### config.mk
export PLATFORM = sky130hd
export DESIGN_NAME = lpc_frame_reader
export DESIGN_NICKNAME = d
export VERILOG_FILES = /design/src/rtl/lpc_frame_reader.sv
export SDC_FILE = /design/constraint.sdc
export NUM_CORES = 1
export LEC_CHECK = 0
export ABC_AREA = 1
export BUFFER_PORTS_ARGS = -buffer_cell sky130_fd_sc_hd__buf_2
export CAP_MARGIN = 20
export CORE_AREA = 2 2 73 75
export DETAILED_ROUTE_END_ITERATION = 8
export DIE_AREA = 0 0 75 77
export PLACE_DENSITY_LB_ADDON = 0.3
export REMOVE_ABC_BUFFERS = 1
export SYNTH_ARGS = -nofsm -noshare
export SYNTH_HDL_FRONTEND = slang
export SYNTH_SLANG_ARGS = --single-unit
### constraint.sdc
create_clock -name clk -period 2.3 [get_ports clk]
set_input_delay 0.345 -clock clk [delete_from_list [all_inputs] [get_ports clk]]
set_output_delay 0.345 -clock clk [all_outputs]
set_load 0.01 [all_outputs]
### src/rtl/lpc_frame_reader.sv
// lpc_frame_reader: streams ping-pong RAM frames to the LPC analysis core over valid/ready
module lpc_frame_reader #(
  parameter int ADDR_W = 11,
  parameter int DATA_W = 16,
  parameter int FRAME_LEN = 256
) (
  input  logic              clk,
  input  logic              reset,
  input  logic              start,
  input  logic              start_bank,
  output logic [ADDR_W-1:0] mem_address,
  output logic              mem_chipselect,
  output logic              mem_write,
  output logic [1:0]        mem_byteenable,
  output logic              mem_clken,
  input  logic [DATA_W-1:0] mem_readdata,
  output logic [DATA_W-1:0] out_data,
  output logic              out_valid,
  input  logic              out_ready,
  output logic              out_last,
  output logic              busy,
  output logic              done,
  output logic              overflow
);
  typedef enum logic [1:0] {IDLE, READ, DRAIN} state_t;
  localparam logic [ADDR_W-1:0] LEN = ADDR_W'(FRAME_LEN);
  localparam logic [ADDR_W-1:0] LAST = ADDR_W'(FRAME_LEN - 1);
  state_t state, state_n;
  logic [ADDR_W-1:0] base, count;
  logic in_flight, in_flight_last, pend_valid, pend_bank;
  logic [DATA_W:0] fifo [2];
  logic rd_ptr, wr_ptr;
  logic [1:0] fifo_count;
  logic pop, launch, launch_bank, issue_last;
  assign out_valid = fifo_count != 2'd0;
  assign out_data = out_valid ? fifo[rd_ptr][DATA_W-1:0] : '0;
  assign out_last = out_valid && fifo[rd_ptr][DATA_W];
  assign pop = out_valid && out_ready;
  assign launch = state == IDLE && (pend_valid || start);
  assign launch_bank = pend_valid ? pend_bank : start_bank;
  assign issue_last = count == LAST;
  // A same-cycle pop frees a slot in time for the read issued now, giving one sample per clock
  assign mem_clken = state == READ && (fifo_count + {1'b0, in_flight} - {1'b0, pop}) < 2'd2;
  assign mem_chipselect = mem_clken;
  assign mem_address = base + count;
  assign mem_write = 1'b0;
  assign mem_byteenable = 2'b11;
  assign busy = state != IDLE || pend_valid;
  always_comb begin
    state_n = state;
    if (launch) state_n = READ;
    if (state == READ && mem_clken && issue_last) state_n = DRAIN;
    if (state == DRAIN && pop && out_last) state_n = IDLE;
  end
  always_ff @(posedge clk) begin
    if (reset) begin
      state <= IDLE;
      base <= '0;
      count <= '0;
      in_flight <= 1'b0;
      in_flight_last <= 1'b0;
      rd_ptr <= 1'b0;
      wr_ptr <= 1'b0;
      fifo_count <= 2'd0;
      pend_valid <= 1'b0;
      pend_bank <= 1'b0;
      overflow <= 1'b0;
      done <= 1'b0;
    end else begin
      state <= state_n;
      in_flight <= mem_clken;
      in_flight_last <= mem_clken && issue_last;
      done <= state == DRAIN && pop && out_last;
      if (launch) begin
        base <= launch_bank ? LEN : '0;
        count <= '0;
      end else if (mem_clken) count <= count + ADDR_W'(1);
      if (in_flight) wr_ptr <= ~wr_ptr;
      if (pop) rd_ptr <= ~rd_ptr;
      fifo_count <= fifo_count + {1'b0, in_flight} - {1'b0, pop};
      // A pending command launches first; a start arriving alongside it takes its slot
      if (state == IDLE && pend_valid) begin
        pend_valid <= start;
        pend_bank <= start ? start_bank : pend_bank;
      end else if (state != IDLE && start) begin
        if (pend_valid) overflow <= 1'b1;
        else begin
          pend_valid <= 1'b1;
          pend_bank <= start_bank;
        end
      end
    end
  end
  always_ff @(posedge clk) if (in_flight) fifo[wr_ptr] <= {in_flight_last, mem_readdata};
endmodule
# Yosys cells after proc, flatten, opt, wreduce, memory -nomap -nowiden
# Memories as Yosys holds them, arrays and structs flattened. A register that Yosys moved wholly into a read port is not among the register bits.
# Cells that the tools add are included.
# Widths: inputs -> output; s select.
dict set report totals {
  wordCells 63
  mem_bits_rw 34
  reg_bits 34
  in_bits 21
  mem_count 1
  output_inout_bits 37
}
dict set report op_classes {
  n_bitwise 3
  n_lt_le_gt_ge 1
  n_mux 14
  n_eq_ne 4
  n_addsub 4
  n_reduce_logical 23
}
# memory depth word_bits rd rd_clocked_by_memory_dff write_ports line
set memory_table {}
lappend memory_table {fifo 2 17 1 1 1 31} ;# logic [DATA_W:0] fifo [2];
# operator count
set ops {}
lappend ops {{$mux 16} 1}
lappend ops {{$add 11x1->11 const B} 1}
lappend ops {{$add 11x11->11} 1}
lappend ops {{$eq 11x8->1 const B} 1}
lappend ops {{$logic_and 1x1->1} 11}
lappend ops {{$mux 1} 10}
lappend ops {{$mux 9} 1}
lappend ops {{$reduce_bool 2->1} 4}
lappend ops {{$mux 2} 2}
lappend ops {{$reduce_or 2->1} 2}
lappend ops {{$not 1->1} 3}
lappend ops {{$reduce_and 3->1} 1}
lappend ops {{$reduce_or 3->1} 1}
lappend ops {{$add 2x1->2} 1}
lappend ops {{$eq 2x1->1 const B} 1}
lappend ops {{$eq 2x2->1 const B} 1}
lappend ops {{$logic_not 2->1} 1}
lappend ops {{$logic_or 1x1->1} 2}
lappend ops {{$lt 2x2->1 const B} 1}
lappend ops {{$ne 2x2->1 const B} 1}
lappend ops {{$reduce_and 2->1} 1}
lappend ops {{$sub 2x1->2} 1}

# Logic depth before layout (Yosys ltp)
dict set report depth {
  depth_word 8
  ltp_mapped 14
  ltp_nobuf 14
}

# Worst setup path after synthesis
# Ideal clock, no wire load.
dict set report synth_timing {
  path_type {reg2out}
  start {register fifo_count[0]}
  end {output port mem_clken}
  setup_slack_ns 0.398
  path_stages_with_launch 13
  path_buffers 1
  arrival_time_ns 1.557
  cell_sequence {dfxtp_1 > inv_2 > nand2_1 > nand2_1 > inv_1 > nand2_1 > o21ai_0 > ha_1 > inv_1 > nand2_1 > nand2_1 > nor2_4 > buf_4}
}
dict set report synth_between {
  elab_chain_cells 5
  word_cells_on_any_way 6
  classes_between {add/sub (2); order compare (1); reduce/logical (3)}
}
# element line
set synth_lines {}
lappend synth_lines {{from (decl)} 33} ;# logic [1:0] fifo_count;
lappend synth_lines {{from (signal assigned)} 80} ;# fifo_count <= fifo_count + {1'b0, in_flight} - {1'b0, pop};
lappend synth_lines {{$reduce_bool 2->1} 35} ;# assign out_valid = fifo_count != 2'd0;
lappend synth_lines {{via out_valid} 18} ;# output logic out_valid,
lappend synth_lines {{$logic_and 1x1->1} 38} ;# assign pop = out_valid && out_ready;
lappend synth_lines {{$sub 2x1->2} 43} ;# assign mem_clken = state == READ && (fifo_count + {1'b0, in_flight} - {1'b0, pop}) < 2'd2;
lappend synth_lines {{$lt 2x2->1} 43}
lappend synth_lines {{$logic_and 1x1->1} 43}
lappend synth_lines {{to (decl)} 15} ;# output logic mem_clken,
# The timed path passes the listed nets, and every way through them passes these cells.

# Worst setup path in the final report
dict set report layout_timing {
  start {register fifo_count[1]}
  end {output port mem_clken}
}
dict set report layout_between {
  elab_chain_cells 5
  word_cells_on_any_way 6
  classes_between {add/sub (2); order compare (1); reduce/logical (3)}
}
# element line
set layout_lines {}
lappend layout_lines {{parallel branches: the longest is 2 deep, another holds $add 2x1->2} --}
lappend layout_lines {{$sub 2x1->2 (*)} 43}
lappend layout_lines {{$lt 2x2->1 (*)} 43}
lappend layout_lines {{$logic_and 1x1->1 (*)} 43}
# Every way passes the cells marked *.

==> results.txt <==
----------------------------------------------------
[Timing]
  Setup TNS after final layout ... 0 ps
  Share of the cycle needed by the critical path after routing ... between 90% and 100%
  Number of failing hold endpoints at the final stage ... 0
  Slew HR ... 54.3%
  Largest clock skew in the final design ... 5.55 ps
  Post-layout minimum cycle time ... 2120 ps
  Unrepaired setup endpoints after global routing ... false
  Hold WS ... 207 ps
  Number of pins exceeding their max-slew limit in the final report ... 0
  Max Fclk ... 472 MHz
  Worst Tran Pin Value ... between 600 and 700 ps
  Number of setup violations in the final report ... 0
  Final WS setup ... approximately 180 ps

[Floorplanning]
  Initial core utilization ... 52.9%
  Number of core rows ... 26
  Die width ... 75 um
  Top-level I/O count ... 58
  Area of the die ... 5780 um^2
  Die extent in y ... 77 um
  Total core area ... 4980 um^2

[Yosys]
  Fraction of post-synthesis cell area in the top cell type by area ... 38.7%
  Syn_area_per_cell ... 8.93 um^2
  Most common cell in the synthesized netlist ... nand2_1
  Area of the mapped netlist ... 2640 um^2
  Number of warnings reported in the yosys synthesis log ... 0
  Leading post-synthesis cells by cell area ... edfxtp_1, dfxtp_1, nand2_1
  Fraction of the yosys area taken by sequential cells ... just under 60%
  Number of enable flip-flop cells after synthesis ... 34
  Leading area contributor after synthesis ... edfxtp_1
  Post-synth top cells ... nand2_1, a21oi_1, edfxtp_1
  Number of distinct standard cells referenced by the synthesized netlist ... 26
  Number of instances in the synthesized netlist ... roughly 300
  Flip-flop cell with the highest count after synthesis ... edfxtp_1
  Share of flip-flops with an asynchronous set or reset ... 0%
  Register bit total from synthesis ... 59

[Critical path]
  Data required, critical path ... between 1500 and 2000 ps
  Startpoint of the worst setup timing path ... fifo_count[1]
  Max Fanout on Critical Path ... 4
  Critical register-to-register path startpoint ... fifo_count[1]
  Critical-path top delay cell ... dfxtp_2
  Capturing element type of the critical path ... primary output
  Flop2flop setup slack ... 510 ps
  FF-to-FF End ... state[0]
  Data arrival time of the worst path ... 1770 ps
  Depth of the worst register-to-register path ... 14
  Slowest Stage Delay on Critical Path ... 330 ps
  Cell breakdown of the critical path ... inv_1 -> nand2_2 -> nand2_1 -> inv_2 -> nand2_1 -> o21ai_0 -> ha_2 -> inv_1 -> nand2_1 -> nand2_1 -> nor2_4 -> buf_2
  Library cell appearing most often on the critical path ... nand2_1
  Startpoint class of the critical path ... register
  Start-to-end type of the worst setup path ... reg2out

[Clocking]
  Longest Clk Path Bufs ... 2
  Clock tree from TritonCTS ... done
  Number of buffers added by the clock tree synthesis step ... 9
  Register clock-pin slew on the reported worst setup and hold paths ... 60 ps
  Number of H-tree levels ... 3
  CTS Root Buffer Type ... clkbuf_8
  Clk Latency, worst-skew pair ... 320 ps
  Clock tree sinks ... 59
  # Post-CTS Setup Buffers ... 0

[Global route]
  Overall overflow remaining after global route ... 0
  Via count of the first global-routing pass ... 1881
  Number of antenna violations at the first check in global routing ... 0
  Global-route wire length before repair ... roughly 8000 um
  Maximum number of pins on one net before global-route repair ... 19
  Aggregate global-route resource usage ... 18.1%

[Flow run]
  Max-cap violation count ... 0

[Layout]
  Antenna cells ... 0
  Post-route insts no fill ... 421
  Post-layout net count ... 371
  Area Growth Syn to Fin ... 17.3%
  Layout cells sized above 1 ... 23.4%

[Placement]
  Total placed cells including tap cells ... 405
  Number of buffers added on ports ... 54
  Pre-CTS WS ... 413 ps
  Detailed Place HPWL ... 3430 um
  Gp weighted congestion ... 0.885

[Detailed routing]
  Final antenna-violating net count ... 0
  Detailed-route wire length per cell ... 11.6 um
  Final WL ... ~4900 um
  Total DRC errors in the routed layout ... 0
  First drt pass iteration count ... 4
  1st-iter DRT viols ... 57
  Vias after detailed routing ... between 1.5k and 2k
  Number of vias per cell ... 4.74

[Pwr]
  Pwr per Cell Area ... 730 nW/um^2
  Cell internal power dissipation ... 1750 uW
  NetSw ... between 500 and 600 uW
  Clock network fraction of total power ... 38.7%
  Switching Fraction ... between 20% and 30%
  Peak VDD IR ... around 0.37 mV
  Total Power Consumption ... 2260 uW
  Sequential cell fraction of total power ... 51.8%
  Combinational cell fraction of total power ... 9.5%
  Static leakage ... roughly 0.0014 uW

[Run status]
  Status ... completed

[Worst hold path]
  Worst Hold Path EP ... fifo[0][1]
  Hold path start ... mem_readdata[1]
  Tightest Hold Check Type ... in2reg
  Hold Path Cell Cnt ... 1

----------------------------------------------------
==> logic make-up (layout without fill, tap and decap cells) <==
logic type,after synthesis,after routing,synth area share [%]
and+or+nand+nor,138,138,21.7
DFF,59,59,57.7
xor gates and xnor gates,5,5,1.66
buffers and inverters,46,101,8.64
other,2,3,0.285
AOI/OAI and AO/OA,41,41,8.07
adders and majority gates,4,4,1.90
==> cells in the final DEF, fill, tap and decap left out, types with 5 or more instances in the layout <==
| master | n |
|---|---|
| a21oi_1 | 34 |
| buf_2 | 54 |
| clkbuf_8 | 10 |
| dfxtp_1 | 23 |
| edfxtp_1 | 34 |
| inv_1 | 22 |
| inv_2 | 5 |
| nand2_1 | 94 |
| nand3_1 | 7 |
| nor2_1 | 25 |
| xor2_1 | 5 |
==> area by class of cell <==
| cell class | instances | area [um^2] |
|---|---|---|
| clock buffer | 12 | 145 |
| sequential | 59 | 1520 |
| inverter | 28 | 105 |
| clock inverter | 4 | 41.3 |
| multi-input combinational | 191 | 895 |
| tap | 70 | 87.6 |
| timing repair buffer | 57 | 293 |
| fill | 442 | 1890 |
==> per-stage QoR <==
stage               utilization, %  cell area [um^2]
global route                  62.1              3090
CTS                           61.9              3080
finish                        62.1              3090
detailed placement            58.2              2900
global placement              58.2              2900
floorplan                        -              2520
==> worst max-delay path, delay by kind of cell, from the launching register on <==
family                   cells  cell delay [ps]
AO/OA/AOI/OAI                1               80
adder cells (fa/ha/maj)      1              230
buffers and inverters        4              320
flip-flops                   1              330
AND/OR/NAND/NOR              6              490
==> metal layers <==
layer,GRT usage [%],part of all wire [%]
met3,5.26,6.0
met5,0,0
met1,20.2,43
met4,7.68,0.55
met2,31.3,50
==> sequential cells by signal, indices dropped and copies added (netlist names), 2 cells and up, named ones only <==
name and cells:
fifo 34, count 11, fifo_count 2, state 2
==> power by group through the flow <==
stage | sequential [uW] | clock, uW | combinational (uW)
2_1_floorplan | 1190 | 0 | 123
3_3_place_gp | 1190 | 0 | 210
3_5_place_dp | 1190 | 0 | 215
4_1_cts | 1170 | 897 | 215
5_1_grt | 1170 | 944 | 243
6_report | 1170 | 874 | 213
==> worst max path at each step <==
stage | to | slack (ps)
4_1_cts | mem_clken | 50
6_report | mem_clken | 180
2_1_floorplan | mem_chipselect | 530
5_1_grt | mem_clken | 10
3_3_place_gp | mem_clken | 500
3_5_place_dp | state[0] | 410
==> timing repair <==
action	4_1_cts	5_1_grt
resized for setup	0	5
endpoints found under the setup margin	0	2
hold buffers	0	0
hold endpoints to repair	0	0
Note: power is estimated with default switching activity, not from simulation.
